**src/rtl/fifo_uart_tx.sv**
```systemverilog
// Serial transmitter that drains a show-ahead FIFO: one 8N1-style frame
// (start, bitWidth data bits LSB first, stop) per popped entry.
module fifo_uart_tx #(
  parameter int bitWidth     = 8,
  parameter int clocksPerBit = 16
) (
  input  logic                clock,
  input  logic                reset,
  input  logic                empty,
  input  logic [bitWidth-1:0] popData,
  output logic                pop,
  output logic                txd,
  output logic                busy
);

  localparam int CNT_W = (clocksPerBit > 1) ? $clog2(clocksPerBit) : 1;
  localparam int BIT_W = (bitWidth > 1) ? $clog2(bitWidth) : 1;
  localparam logic [CNT_W-1:0] BAUD_LAST = CNT_W'(clocksPerBit - 1);
  localparam logic [BIT_W-1:0] BIT_LAST  = BIT_W'(bitWidth - 1);

  typedef enum logic [1:0] {IDLE, START, DATA, STOP} state_t;

  state_t              state_q, state_d;
  logic [CNT_W-1:0]    baud_q, baud_d;
  logic [BIT_W-1:0]    bit_q, bit_d;
  logic [bitWidth-1:0] shift_q, shift_d;
  logic                txd_d;
  logic                baud_last;

  assign baud_last = (baud_q == BAUD_LAST);
  assign busy      = (state_q != IDLE);

  always_comb begin
    // NOTE: every signal gets a default before the case so no path infers a latch.
    state_d = state_q;
    baud_d  = baud_q;
    bit_d   = bit_q;
    shift_d = shift_q;
    pop     = 1'b0;

    case (state_q)
      IDLE: begin
        if (!empty) begin
          pop     = 1'b1;
          shift_d = popData;
          baud_d  = '0;
          bit_d   = '0;
          state_d = START;
        end
      end
      START: begin
        if (baud_last) begin
          baud_d  = '0;
          bit_d   = '0;
          state_d = DATA;
        end else begin
          baud_d = baud_q + CNT_W'(1);
        end
      end
      DATA: begin
        if (baud_last) begin
          baud_d = '0;
          if (bit_q == BIT_LAST) begin
            bit_d   = '0;
            state_d = STOP;
          end else begin
            bit_d   = bit_q + BIT_W'(1);
            shift_d = shift_q >> 1;
          end
        end else begin
          baud_d = baud_q + CNT_W'(1);
        end
      end
      STOP: begin
        if (baud_last) begin
          baud_d = '0;
          // Chain straight into the next frame when the FIFO still has data.
          if (!empty) begin
            pop     = 1'b1;
            shift_d = popData;
            bit_d   = '0;
            state_d = START;
          end else begin
            state_d = IDLE;
          end
        end else begin
          baud_d = baud_q + CNT_W'(1);
        end
      end
      default: state_d = IDLE;
    endcase

    if (!reset) pop = 1'b0;

    // The line level is computed from the next state so txd can be a flop.
    case (state_d)
      START:   txd_d = 1'b0;
      DATA:    txd_d = shift_d[0];
      default: txd_d = 1'b1;
    endcase
  end

  always_ff @(posedge clock) begin
    // NOTE: sequential state uses non-blocking assignments so all flops update together.
    if (!reset) begin
      state_q <= IDLE;
      baud_q  <= '0;
      bit_q   <= '0;
      shift_q <= '0;
      txd     <= 1'b1;
    end else begin
      state_q <= state_d;
      baud_q  <= baud_d;
      bit_q   <= bit_d;
      shift_q <= shift_d;
      txd     <= txd_d;
    end
  end

endmodule
```
**config.mk**
```make
export PLATFORM = sky130hd
export DESIGN_NAME = fifo_uart_tx
export DESIGN_NICKNAME = d
export VERILOG_FILES = /design/src/rtl/fifo_uart_tx.sv
export SDC_FILE = /design/constraint.sdc
export NUM_CORES = 1
export LEC_CHECK = 0
export CORE_UTILIZATION = 45
export DETAILED_ROUTE_END_ITERATION = 16
export MAX_ROUTING_LAYER = met4
export PLACE_DENSITY = 0.67
export SLEW_MARGIN = 25
export SYNTH_ARGS = -nofsm -noshare
export SYNTH_HDL_FRONTEND = slang
export SYNTH_SLANG_ARGS = --single-unit
```
**constraint.sdc**
```tcl
create_clock -name clock -period 1.98 [get_ports clock]
set_input_delay 0.198 -clock clock [delete_from_list [all_inputs] [get_ports clock]]
set_output_delay 0.198 -clock clock [all_outputs]
set_load 0.05 [all_outputs]
```
Word level (Yosys, flattened, before mapping). Index checks and enable logic that the tools add are counted.

Output and inout port bits: 3. Input port bits: 11. Bits in registers: 18.

Reduce and logical (&&, ||, !) cells: 6. Mux-type cells: 26. Equality and inequality tests: 12. $add $sub $neg: 2.

Operators with widths (number): 8-bit two-way mux (4); 8-bit one-hot mux with 3 select lines (1); 3-bit two-way mux (5); 3-bit one-hot mux with 4 select lines (1); 2-bit two-way mux (5); 2-bit inequality test (second input constant) (5); 4-bit two-way mux (2); 2-bit one-hot mux with 4 select lines (1); 4-bit one-hot mux with 2 select lines (1); 2-bit equality test (second input constant) (3); 4-bit by 1-bit adder with 4-bit output (second input constant) (1); 2-bit by 1-bit equality test with 1-bit output (second input constant) (2); 4-bit equality test (second input constant) (1); 1-bit two-way mux (4); 1-bit one-hot mux with 2 select lines (2); 4-bit AND reduction (1); 3-bit by 1-bit adder with 3-bit output (second input constant) (1); 3-bit equality test (second input constant) (1); 3-bit AND reduction (1); 3-bit nonzero test (1); 3-bit OR reduction (1); 2-bit zero test (1); 2-bit nonzero test (1).

Depth between registers and ports, before layout.
Depth after elaboration: 6. Depth in mapped cells: 8.

Worst setup path before layout. No wires, ideal clock.

Path type: register to output. Start: register state_q[0]. End: output pop. Required time: 1.782 ns. Setup slack: -0.507 ns. Stages on the path, launching flop included: 5. Arrival time: 2.289 ns. Cells stage by stage: dfxtp_1 -> ha_1 -> buf_2 -> a41oi_1 -> nor4_1.

Word-level cells in the longest chain between the ends: 3.

Ends and longest elaborated chain: start, declared (line 23) `state_t state_q, state_d;`; start signal, assigned (line 112) `state_q <= state_d;`; 2-bit equality test or 2-bit zero test (tied branches) (line 41) `case (state_q)`; 1-bit one-hot mux with 2 select lines * (line 41); 1-bit two-way mux * (line 93) `if (!reset) pop = 1'b0;`; end, declared (line 11) `output logic pop,`.

Every way passes the cells marked *; elsewhere a longest branch is shown, timed or not.

Worst setup path after layout.
Start: register state_q[1]. End: output pop.

The elaborated chain is that of the path after synthesis.

==> flow_summary.yaml <==
power_and_ir_drop:
  leakagePower_nw: 0.534
  ir_worst_vdd_uv: 332
  p_per_area_mw_per_mm2: 610
grt:
  grt_pass1_wl_um: 3800
  grt_pass1_vias: 876
  overflow: 0
  grt_max_degree: 17
  antenna_found_initial: 0
  grtUsageTotal_pct: 20.2
routing:
  drc: 0
  drt_iter0_markers: 36
  wl_per_cell_um: 13.9
  vias: 952
  first_pass_iters: 4
  routed_wl_um: 2290
  viasPerCell: 5.77
  ant_nets: 0
finish:
  final_cell_mix: "dfxtp_1 (15), nand2_1 (11), clkdlybuf4s50_1 (11)"
  final_common_cell: "dfxtp_1"
  finish.utilization_pct: 59.7
  layout.nets: 158
  fill_cells: 201
  drive_above_1_share_pct: 21.2
  fin_area_mm2: 0.00132
  area_growth_pct: 24.7
  n_antenna_cell: 0
clock_tree:
  insertion_delay_ns: 0.30
  cts_sinks: 18
  path_clk_slew_ns: 0.13
  numCtsBuffers: 3
  cts_root_buffer: "clkbuf_4"
  clockBufferDepth: 2
  cts-resized-gates: 0
  postCtsSetupRepairBufs: 0
  hold_buffers: 0
  htree_levels: 1
  cts_tree: "done"
worst_setup_path:
  cp-end-kind: "primary output"
  critical_path_class: "flop to primary output"
  setup.worst_path.start_class: "flop"
  worstPathArrival_ns: 1.69
  worstPathRequired_ns: 1.78
  cp_max_fo: 5
synthesis:
  synth-seq-cells: 18
  synth_top_cell_by_area: "dfxtp_1"
  netlist_area_mm2: 0.00106
  synth_edf_count: 0
  synth_top_family_by_area: "simple AND/OR/NAND/NOR gates"
  synth_top_area_share_pct: 34.0
  synthTopCellsByArea: "dfxtp_1 (34%), ha_1 (11%), a22oi_1 (5.0%)"
  synthXorXnorAreaFrac_pct: 0
  synthAdderAreaFrac_pct: 10.6
  syn_nets: 141
  synth_seq_area_share_pct: 34.0
  synth_compound_area_share_pct: 22.4
  synthCells: 121
  yosys_warnings: 0
  async_flop_share_pct: 0
  synthSimpleGateAreaFrac_pct: 23.6
  syn_avg_cell_area_um2: 8.76
  muxShareOfSynthArea_pct: 3.31
  synth_flop_cell: "dfxtp_1"
  yosysUniqueCellTypes: 40
run_status:
  outcome: "finished clean"
placed_design:
  dpl_cell_area_mm2: 0.00124
  place_ws_ns: 0.112
  place_congestion: 0.819
  dp_hpwl_um: 1660
  io_buffer_count: 13
sta:
  fin_skew_ns: 0.0129
  worst_pin_slew_ns: 0.505
  hold_violations: 0
  finalSetupViolCount: 0
  whs_ns: 0.446
  fin_crit_ns: 1.88
  fin_tns_setup_ns: 0
  final.period_utilization_pct: 95.1
  slew_viol_final: 0
  max_freq_mhz: 531
  fin_ws_ns: 0.0965
  slew_headroom_pct: 66.2
die:
  die_w_um: 50.5
  fp.dieH_um: 50.5
  die_area_mm2: 0.00255
  core-area_mm2: 0.00221
  rows: 17
  start_util_pct: 47.9
  io_pins: 14
worst_hold_path:
  hp-class: "input port to flop"
flow_run:
  maxCapViolCount: 0
[cells by family (layout without fill, tap and decap cells)]
kind of cell | count (synthesis) | after routing
AO/OA/AOI/OAI | 34 | 34
adder cells (fa/ha/maj) | 9 | 9
buffers and inverters | 14 | 30
flip-flops | 18 | 18
multiplexers | 3 | 3
AND/OR/NAND/NOR | 43 | 43
[area by class of cell]
cell class,instances,area [um2],share of cell area [%]
Multi-Input combinational cell,89,678,51.3
Sequential cell,18,367,27.7
Timing Repair Buffer,18,175,13.3
Clock buffer,4,36.3,2.75
Tap cell,28,35.0,2.65
Inverter,8,30.0,2.27
[per-stage QoR]
step | power (mW) | instances
after global placement | 0.562 | 161
after detailed placement | 0.565 | 161
after floorplan | 0.508 | 121
final | 0.805 | 165
after CTS | 0.798 | 165
after global routing | 0.842 | 165
[critical path, stage by stage (launching register included)]
cell     delay, ns
dfxtp_2       0.42
ha_4          0.18
a41oi_1       0.18
nor4_2        0.41
buf_12        0.19
[sequential cells by signal, indices dropped and copies added (netlist names)]
register / flops
txd: 1
shift_q: 8
baud_q: 4
bit_q: 3
state_q: 2
[path summary, 6_finish.rpt]
kind / slack (ns) / cells past startpoint / startpoint / to
worst max-delay path: 0.1 / 4 / state_q[1] / pop
worst min-delay path: 0.45 / 3 / popData[1] / shift_q[1]
worst max register to register: 0.19 / 7 / bit_q[0] / shift_q[6]
worst min register to register: 0.49 / 2 / baud_q[1] / baud_q[1]
[where the power goes]
group          switching [mW]  internal, mW
Sequential             0.0122         0.379
Clock                   0.129         0.112
Combinational          0.0973        0.0761
Total                   0.238         0.567
[Yosys cell counts (2+ instances only)]
master,number
nand3_1,2
and3_1,2
a22oi_1,7
a32oi_1,2
a31oi_1,3
nor3_1,3
a21oi_1,9
clkbuf_1,2
dfxtp_1,18
and2_1,2
nor4_1,3
nor2_1,10
nand3_2,2
o211ai_1,2
o21ai_1,2
ha_1,9
buf_2,3
nand3b_1,2
inv_1,7
nand2_1,11
[per-layer routing]
layer | track usage (%) | share of wire [%] | vias to the layer above
met3 | 3.94 | 4.7 | 2
li1 | - | - | 481
met4 | 9.26 | 0.79 | 0
met2 | 30.7 | 46 | 19
met1 | 25.6 | 49 | 450
met5 | - | 0 | -
No activity file was read; power rests on OpenSTA's default activity.
